--- config.mk ---
export PLATFORM = sky130hd
export DESIGN_NAME = queue_uart_tx
export DESIGN_NICKNAME = d
export VERILOG_FILES = /design/src/rtl/queue_uart_tx.sv
export SDC_FILE = /design/constraint.sdc
export NUM_CORES = 1
export LEC_CHECK = 0
export ABC_CLOCK_PERIOD_IN_PS = 2900
export CAP_MARGIN = 20
export CORE_ASPECT_RATIO = 2
export CORE_MARGIN = 3
export CORE_UTILIZATION = 45
export DETAILED_ROUTE_END_ITERATION = 10
export DONT_BUFFER_PORTS = 1
export HOLD_SLACK_MARGIN = 0.03
export PLACE_DENSITY = 0.58
export SLEW_MARGIN = 20
export SYNTH_ARGS = -nofsm -noshare
export SYNTH_HDL_FRONTEND = slang
export SYNTH_SLANG_ARGS = --single-unit
--- constraint.sdc ---
create_clock -name clk -period 2.9 [get_ports clk]
set_clock_uncertainty 0.05 [all_clocks]
set_input_delay 0.58 -clock clk [delete_from_list [all_inputs] [get_ports clk]]
set_output_delay 0.58 -clock clk [all_outputs]
set_load 0.005 [all_outputs]
--- src/rtl/queue_uart_tx.sv ---
// Drains a 16-bit word queue onto an 8N1 UART line, low byte first.
// One pop per word; the word is captured on the same edge that raises q_pop.
module queue_uart_tx #(
  parameter int CLK_DIV = 434,
  parameter int DIV_W   = 16
) (
  input  logic        clk,
  input  logic        reset,
  input  logic        q_empty,
  input  logic [15:0] q_dout,
  output logic        q_pop,
  input  logic        tx_en,
  output logic        tx,
  output logic        busy
);

  typedef enum logic [1:0] {IDLE, START, DATA, STOP} state_t;

  localparam logic [DIV_W-1:0] DIV_LAST = DIV_W'(CLK_DIV - 1);

  state_t           state_q, state_d;
  logic [15:0]      word_q, word_d;
  logic             byte_idx_q, byte_idx_d;
  logic [2:0]       bit_idx_q, bit_idx_d;
  logic [DIV_W-1:0] div_q, div_d;
  logic             pop_q, pop_d;
  logic             busy_q, busy_d;
  logic             bit_end;
  logic [7:0]       cur_byte;

  assign bit_end  = (div_q == DIV_LAST);
  assign cur_byte = byte_idx_q ? word_q[15:8] : word_q[7:0];
  assign q_pop    = pop_q;
  assign busy     = busy_q;

  always_comb begin
    state_d    = state_q;
    word_d     = word_q;
    byte_idx_d = byte_idx_q;
    bit_idx_d  = bit_idx_q;
    div_d      = div_q;
    pop_d      = 1'b0;
    busy_d     = busy_q;
    if (state_q != IDLE) begin
      div_d = bit_end ? '0 : div_q + DIV_W'(1);
    end
    case (state_q)
      IDLE: begin
        div_d = '0;
        // q_empty and tx_en only matter here; a started word always runs to completion
        if (tx_en && !q_empty) begin
          word_d     = q_dout;
          pop_d      = 1'b1;
          busy_d     = 1'b1;
          byte_idx_d = 1'b0;
          state_d    = START;
        end
      end
      START: begin
        if (bit_end) begin
          bit_idx_d = '0;
          state_d   = DATA;
        end
      end
      DATA: begin
        if (bit_end) begin
          if (bit_idx_q == 3'd7) begin
            state_d = STOP;
          end else begin
            bit_idx_d = bit_idx_q + 3'd1;
          end
        end
      end
      STOP: begin
        if (bit_end) begin
          if (!byte_idx_q) begin
            byte_idx_d = 1'b1;
            state_d    = START;
          end else begin
            busy_d  = 1'b0;
            state_d = IDLE;
          end
        end
      end
      default: state_d = IDLE;
    endcase
  end

  always_comb begin
    tx = 1'b1;
    case (state_q)
      START:   tx = 1'b0;
      DATA:    tx = cur_byte[bit_idx_q];
      default: tx = 1'b1;
    endcase
  end

  always_ff @(posedge clk or negedge reset) begin
    if (!reset) begin
      state_q    <= IDLE;
      byte_idx_q <= 1'b0;
      bit_idx_q  <= '0;
      div_q      <= '0;
      pop_q      <= 1'b0;
      busy_q     <= 1'b0;
    end else begin
      state_q    <= state_d;
      byte_idx_q <= byte_idx_d;
      bit_idx_q  <= bit_idx_d;
      div_q      <= div_d;
      pop_q      <= pop_d;
      busy_q     <= busy_d;
    end
  end

  // Word holding register carries data only, so it is left out of reset.
  always_ff @(posedge clk) begin
    word_q <= word_d;
  end

endmodule
# After elaboration in Yosys (flattened, before gate mapping)
# Cells that the tools add are included.
[totals]
regBits = 40
out_inout_bits = 3
[op_classes]
n_addsub = 2
muxes = 27
n_reduce_logical = 12
n_eq_ne = 12
order_cmp = 1
[op_table]
columns = ["op", "count"]
rows = [
  ["16-bit two-way mux", 3],
  ["16-bit by 1-bit adder with 16-bit output, second input constant", 1],
  ["16-bit by 9-bit equality test with 1-bit output, second input constant", 1],
  ["2-bit != test, second input constant", 7],
  ["2-bit two-way mux", 5],
  ["1-bit two-way mux", 9],
  ["3-bit two-way mux", 3],
  ["8-bit two-way mux", 1],
  ["2-bit one-hot mux with 4 select lines", 1],
  ["4-bit AND reduction", 2],
  ["2-bit nonzero test", 4],
  ["1-bit one-hot mux with 2 select lines", 3],
  ["3-bit one-hot mux with 2 select lines", 1],
  ["5-bit AND reduction", 1],
  ["2-bit equality test, second input constant", 2],
  ["3-bit by 4-bit less-than comparator with 1-bit output, second input constant", 1],
  ["3-bit by 1-bit adder with 3-bit output, second input constant", 1],
  ["1-bit binary-select mux with 3-bit select", 1],
  ["3-bit equality test, second input constant", 1],
  ["3-bit AND reduction", 1],
  ["2-bit by 1-bit equality test with 1-bit output, second input constant", 1],
  ["2-bit zero test", 1],
  ["2-bit AND reduction", 1],
  ["1-bit logical AND", 1],
  ["1-bit zero test", 1],
]

# Longest topological paths before layout
# Gate-level depths: netlist (run 1).
[logic_depth]
depth_word = 4
ltp_mapped = 7

# Worst setup path after synthesis (run 1)
# OpenSTA, ideal clock, no wires.
[synth_timing]
path_type = "register to output"
startpoint = "register byte_idx_q"
endpoint = "output tx"
path_stages_with_launch = 6
required_ps = 2270
path_buffers = 1
arrival_time_ps = 1561
setup_slack_ps = 709
path_cell_list = "dfrtp_1 -> buf_6 -> mux4_1 -> mux4_2 -> nor2_1 -> a21oi_1"
[synth_between]
elab_chain_cells = 4
[synth_rtl]
columns = ["element", "line", "text"]
rows = [
  ["start: declaration", "23", "logic byte_idx_q, byte_idx_d;"],
  ["start signal: assignment", "108", "byte_idx_q <= byte_idx_d;"],
  ["8-bit two-way mux", "32", "assign cur_byte = byte_idx_q ? word_q[15:8] : word_q[7:0];"],
  ["1-bit binary-select mux with 3-bit select", "93", "DATA: tx = cur_byte[bit_idx_q];"],
  ["1-bit two-way mux (not written as such)", "93", ""],
  ["1-bit one-hot mux with 2 select lines", "91", "case (state_q)"],
  ["end: declaration", "13", "output logic tx,"],
]
# No other way between the ends. The select of a mux whose other input is x is not followed.

# Worst setup path in the final report (run 1)
# Same ends and word-level chain as after synthesis.

==> metrics.md, run 1 <==
| Metric | Value |
|---|---|
| Status | complete, no violations |
| Post-synth cell types | 30 |
| Yosys warning total | 0 |
| Period utilisation layout | 0.920 |
| Least-Margin Pin Slew | approximately 0.52 ns |
| Setup-failing EPs final | 0 |
| Core Region | 3960 um2 |
| Hold slack | 0.0412 ns |
| Net Sw Frac | 0.186 |
| Startpoint Class | flop |
| Area Overhead vs Synth | 10.1% |
| Root buf cell | clkbuf_8 |
| Rel. slew slack | 0.655 |
| Register area share after synthesis | 0.568 |
| Total track usage | 0.166 |
| Power Total | roughly 0.0011 W |
| Worst-path clk slew | about 0.08 ns |
| Port-buffer cells | 0 |
| Minimum clock period | 2.67 ns |
| Routed length per instance | 17.4 um |
| Drt first pass iters | 4 |
| Die width | 52.0 um |
| Routability Congestion | 0.778 |
| Number of global-route vias before repair | 1259 |
| Most frequent cells in the layout | 24 x dfrtp_1, 17 x nor2_1, 16 x edfxtp_1 |
| Family with the most delay on the worst path | multiplexers |
| Number of max-cap violations | 0 |
| Achievable Freq | 375 MHz |
| Initial Util | 0.480 |
| Data arrival time of the worst path | 2.04 ns |
| First-pass GRT wire length | 6.20 mm |
| Clock net sink count | 40 |
| Maximum clock path buffer count | 2 |
| Antenna-violating nets left | 0 |
| Net Switching | 0.000199 W |
| Required time worst endpoint | 2.27 ns |
| Syn Area/Cell | between 10 and 15 um2 |
| Ant. Diodes | 0 |
| Fin nets | 188 |
| Fraction of registers with async set/reset | 0.600 |
| Routed WL | between 3 and 4 mm |
| Reg power frac | 0.549 |
| Initial DRC Count | 14 |
| Share of layout cells above drive strength 1 | 0.0807 |
| Setup TNS | 0 ns |
| Remaining Overflow, GRT | 0 |
| Mapped Cells | 154 |
| Peak VDD IR | approximately 0.00033 V |
| CP max-delay cell | mux4_1 |
| Largest net degree at the start of global routing | 25 |
| Leakage Power | 0.849 nW |
| Final Hold Fails | 0 |
| P_int | 0.000873 W |
| Vias per inst | 5.59 |
| CTS resizes | 0 |
| RSZ-0062 raised after global routing | false |
| CTS H-Tree Depth | 2 |
| Clock Latency Late Sink | 0.29 ns |
| Cell Chain, Critical Path | mux4_1 -> mux4_2 -> nor2_1 -> a21oi_1 |
| Critical path buffers and inverters | 0 |
| Hold Path Class | in -> async |
| Post-synth EDFFs | 16 |
| Initial antenna violation count | 0 |
| Die area | between 5000 and 6000 um2 |
| Clock power frac | 0.440 |
| Syn Nets | 182 |
| Die Y | 97.9 um |
| IO Pins | 23 |
| Post-DP HPWL | roughly 2.8 mm |
| Kind of critical path | reg -> out |
| TritonCTS buffer count | 5 |
| Setup crit end kind | output pin |
| Crit-path max FO | 8 |
| Top FF cell, synth | dfrtp_1 |
| Logic pwr share | 0.011 |
| Power per Cell Area | roughly 510 nW/um2 |
| Drc violations | 0 |
| Post-Syn Area | 1900 um2 |
| Commonest non-fill, non-tap cell in the layout | dfrtp_1 |
| # rows | 32 |
| CTS tree | built |
| Highest cell delay on the worst timing path | approximately 0.60 ns |
| Fin. max-slew vios | 0 |
| Vias | about 1200 |
| Number of synthesized register bits | 40 |
[cell type report]
class	count	area [um2]
Fill cell	326	1870
Sequential cell	40	1080
Multi-Input combinational cell	103	769
Clock buffer	6	82.6
Tap cell	51	63.8
Clock inverter	2	38.8
Inverter	8	30.0
Timing Repair Buffer	2	27.5
[timing repair]
item,in CTS,in global routing
hold buffers,1,0
buffers inserted,0,0
setup endpoints to repair,0,0
hold endpoints to repair,24,0
[power groups by stage]
stage,Combinational [W],Clock (W),Sequential (W)
2_1_floorplan,0.00000206,0,0.000600
6_report,0.0000120,0.000472,0.000588
3_5_place_dp,0.00000254,0,0.000600
5_1_grt,0.0000135,0.000507,0.000588
3_3_place_gp,0.00000250,0,0.000600
4_1_cts,0.0000127,0.000489,0.000588
[cells in the mapped netlist (5+ instances only)]
library cell / n / area, um2
a21oi_1: 5 / 25.0
edfxtp_1: 16 / 480
o21ai_0: 6 / 30.0
nand3_1: 8 / 40.0
nor2_1: 17 / 63.8
dfrtp_1: 24 / 601
ha_1: 8 / 100
inv_1: 8 / 30.0
xnor2_1: 6 / 52.6
nand2_1: 9 / 33.8
xor2_1: 6 / 52.6
[state kept, by name (all words and copies together), names as in the netlist]
signal / flops
div_q: 16
word_q: 16
bit_idx_q: 3
state_q: 2
busy: 1
byte_idx_q: 1
q_pop: 1
[stage by stage]
| stage | worst slack (ns) | std cells | utilization | instance area (um2) |
|---|---|---|---|---|
| 2_1_floorplan | 0.709 | 154 | - | 1900 |
| 3_3_place_gp | 0.562 | 203 | 0.492 | 1950 |
| 3_5_place_dp | 0.511 | 203 | 0.492 | 1950 |
| 4_1_cts | 0.181 | 212 | 0.528 | 2090 |
| 5_1_grt | 0.121 | 212 | 0.528 | 2090 |
| 6_report | 0.232 | 212 | 0.528 | 2090 |
[routing by layer]
layer  wire length (um)  vias up  part of all wire  global-route usage
li1                   -      576                 -                   -
met1               1250      582              0.34               0.165
met2               2200       22              0.60               0.305
met3                165        6             0.045              0.0504
met4                 67        0             0.018              0.0606
met5                  0        -                 0                   0
[cells by family after synthesis]
family	count (synthesis)	synth area share
and+or+nand+nor	56	0.149
buffers and inverters	11	0.0270
xor gates and xnor gates	12	0.0553
muxes	7	0.0783
DFF	40	0.568
AOI/OAI and AO/OA	20	0.0691
adders and majority gates	8	0.0526
[worst paths after layout]
check | cells after the start | from | end | slack [ns]
max in group asynchronous | 1 | reset | div_q[10] | 2.60
max | 4 | byte_idx_q | tx | 0.23
min | 1 | reset | busy | 0.04
max reg2reg | 6 | div_q[1] | div_q[11] | 0.98
min reg2reg | 1 | div_q[0] | div_q[0] | 0.48
min in group clk | 0 | q_dout[3] | word_q[3] | 0.34
[worst reg2reg max path: stages, from the launching register on]
cell and delay, ns:
dfrtp_1 0.41, inv_1 0.07, ha_1 0.16, nor3b_1 0.26
nand4_1 0.24, nand2_1 0.48, nor2_1 0.12
(Power assumes the default switching activity.)
==> run 2: changes to the inputs <==
==> constraint.sdc (replaced) <==
create_clock -name clk -period 2.9 [get_ports clk]
set_clock_uncertainty 0.05 [all_clocks]
set_input_delay 0.58 -clock clk [delete_from_list [all_inputs] [get_ports clk]]
set_output_delay 0.58 -clock clk [all_outputs]
set_load 0.01 [all_outputs]
==> run 2 against run 1 <==
  * Critical path type unchanged
  * Hold slack improved by 0.0068 ns
  * Register-to-register slack improved by 0.04 ns
  * Sequential share of layout area increased by 0.91 points
==> metrics.md, run 2 (synthesis results as in run 1) <==
| Metric | Value |
|---|---|
| Critical path buffers and inverters | 0 |
| Clock Latency Late Sink | 0.28 ns |
| Minimum clock period | between 2 and 3 ns |
| Ant. Diodes | 0 |
| Rel. slew slack | 0.651 |
| Family with the most delay on the worst path | multiplexers |
| Critical path launch point | byte_idx_q |
| Area Overhead vs Synth | 8.16% |
| Initial Util | 0.480 |
| Most frequent cells in the layout | 24 x dfrtp_1, 17 x nor2_1, 16 x edfxtp_1 |
| Required time worst endpoint | 2.27 ns |
| Startpoint Class | flop |
| Number of max-cap violations | 0 |
| Setup-failing EPs final | 0 |
| Initial antenna violation count | 0 |
| IO Pins | 23 |
| Achievable Freq | 371 MHz |
| Total track usage | 0.165 |
| Kind of critical path | reg -> out |
| Stages on the worst setup path | 4 |
| RR Endpoint | state_q[1] |
| Worst r2r src | div_q[0] |
| # rows | 32 |
| Fin nets | 188 |
| Peak VDD IR | 0.000275 V |
| Clock net sink count | 40 |
| Drt first pass iters | 4 |
| Post CTS Setup Buffer Count | 0 |
| CTS tree | built |
| Vias | approximately 1200 |
| Largest net degree at the start of global routing | 25 |
| Routability Congestion | 0.778 |
| Root buf cell | clkbuf_8 |
| Status | complete, no violations |
| Die area | between 5000 and 6000 um2 |
| Power per Cell Area | around 460 nW/um2 |
| Setup crit end kind | output pin |
| CTS H-Tree Depth | 2 |
| Cells on worst reg2reg path | 5 |
| Crit-path max FO | 8 |
| Hold Path Class | in -> async |
| TritonCTS buffer count | 5 |
| Antenna-violating nets left | 0 |
| Crit path capture | tx |
| Period utilisation layout | 0.928 |
| Highest cell delay on the worst timing path | around 0.60 ns |
| Post-DP HPWL | 2.81 mm |
| Port-buffer cells | 0 |
| Routed length per instance | about 17 um |
| Initial DRC Count | 27 |
| Data arrival time of the worst path | slightly above 2 ns |
| Final Hold Fails | 0 |
| Leakage Power | 0.829 nW |
| Reg2Reg Setup Slack | 1.02 ns |
| Cell Chain, Critical Path | mux4_1 -> mux4_2 -> nor2_1 -> a21oi_1 |
| Final Instance Count excl. Fillers | ~210 |
| Routed WL | 3.66 mm |
| Commonest non-fill, non-tap cell in the layout | dfrtp_1 |
| Placed Cells | 203 |
| Number of global-route vias before repair | roughly 1300 |
| Fillers | 334 |
| Worst-path clk slew | 0.08 ns |
| Core Region | 3960 um2 |
| Drc violations | 0 |
| First-pass GRT wire length | 6.09 mm |
| Setup TNS | 0 ns |
| Maximum clock path buffer count | 2 |
| Vias per inst | 5.63 |
| Remaining Overflow, GRT | 0 |
| Share of layout cells above drive strength 1 | 0.0745 |
| Least-Margin Pin Slew | ~0.52 ns |
| Largest regs | div_q (16), word_q (16), bit_idx_q (3) |
| CP max-delay cell | mux4_1 |
| RSZ-0062 raised after global routing | false |
| Die width | between 50 and 60 um |
| Die Y | 97.9 um |
| Fin. max-slew vios | 0 |
[run 2: cell types whose count changed in the layout (fill, tap and decap cells not counted)]
| cell | before | now |
|---|---|---|
| clkinvlp_4 | 0 | 1 |
| clkinv_2 | 0 | 1 |
| bufinv_16 | 1 | 0 |
| clkinv_4 | 1 | 0 |
| clkbuf_8 | 6 | 5 |
| clkbuf_1 | 0 | 1 |
[run 2: worst reg2reg max path, delay by kind of cell, from the launching register on]
family	cells	cell delay, ns
AO/OA/AOI/OAI	1	0.28
adder cells (fa/ha/maj)	1	0.24
flip-flops	1	0.43
multiplexers	1	0.37
AND/OR/NAND/NOR	2	0.41
[run 2: power breakdown]
group | internal (W) | switching, W
sequential | 0.000589 | 0
combinational | 0.00000384 | 0.00000811
clock | 0.000168 | 0.000183
total | 0.000760 | 0.000191
[run 2: what timing repair did]
item | in CTS | in global routing
resized for setup | 0 | 0
endpoints found under the hold margin | 24 | 0
hold buffers | 1 | 0
[run 2: metal layers]
metal / up-vias / wire length, um / GRT usage
met2: 24 / 2160 / 0.308
met1: 584 / 1260 / 0.152
met4: 0 / 78 / 0.0768
li1: 578 / - / -
met3: 7 / 151 / 0.0458
met5: - / 0 / 0
[run 2: worst min-delay path by stage]
stage	startpoint	to	slack (ns)	cells past startpoint
floorplan	reset	bit_idx_q[0]	0.23	0
global placement	reset	bit_idx_q[0]	0.23	0
detailed placement	reset	bit_idx_q[2]	0.24	0
CTS	reset	byte_idx_q	0.04	1
global route	reset	bit_idx_q[2]	0.05	1
finish	reset	bit_idx_q[1]	0.05	1
[run 2: metrics by stage]
step / total power, W / util / instance area [um2] / hold slack [ns] / setup slack [ns]
floorplan: 0.000602 / - / 1900 / 0.234 / 0.691
global placement: 0.000603 / 0.492 / 1950 / 0.235 / 0.544
detailed placement: 0.000603 / 0.492 / 1950 / 0.235 / 0.502
CTS: 0.000970 / 0.519 / 2060 / 0.0450 / 0.170
global route: 0.000984 / 0.519 / 2060 / 0.0485 / 0.132
finish: 0.000951 / 0.519 / 2060 / 0.0480 / 0.207
[run 2: final cells by class]
class / count / area [um2] / area share
Clock inverter: 2 / 12.5 / 0.00608
Clock buffer: 6 / 72.6 / 0.0353
Multi-Input combinational cell: 103 / 769 / 0.374
Timing Repair Buffer: 2 / 27.5 / 0.0134
Inverter: 8 / 30.0 / 0.0146
Tap cell: 51 / 63.8 / 0.0310
Sequential cell: 40 / 1080 / 0.526
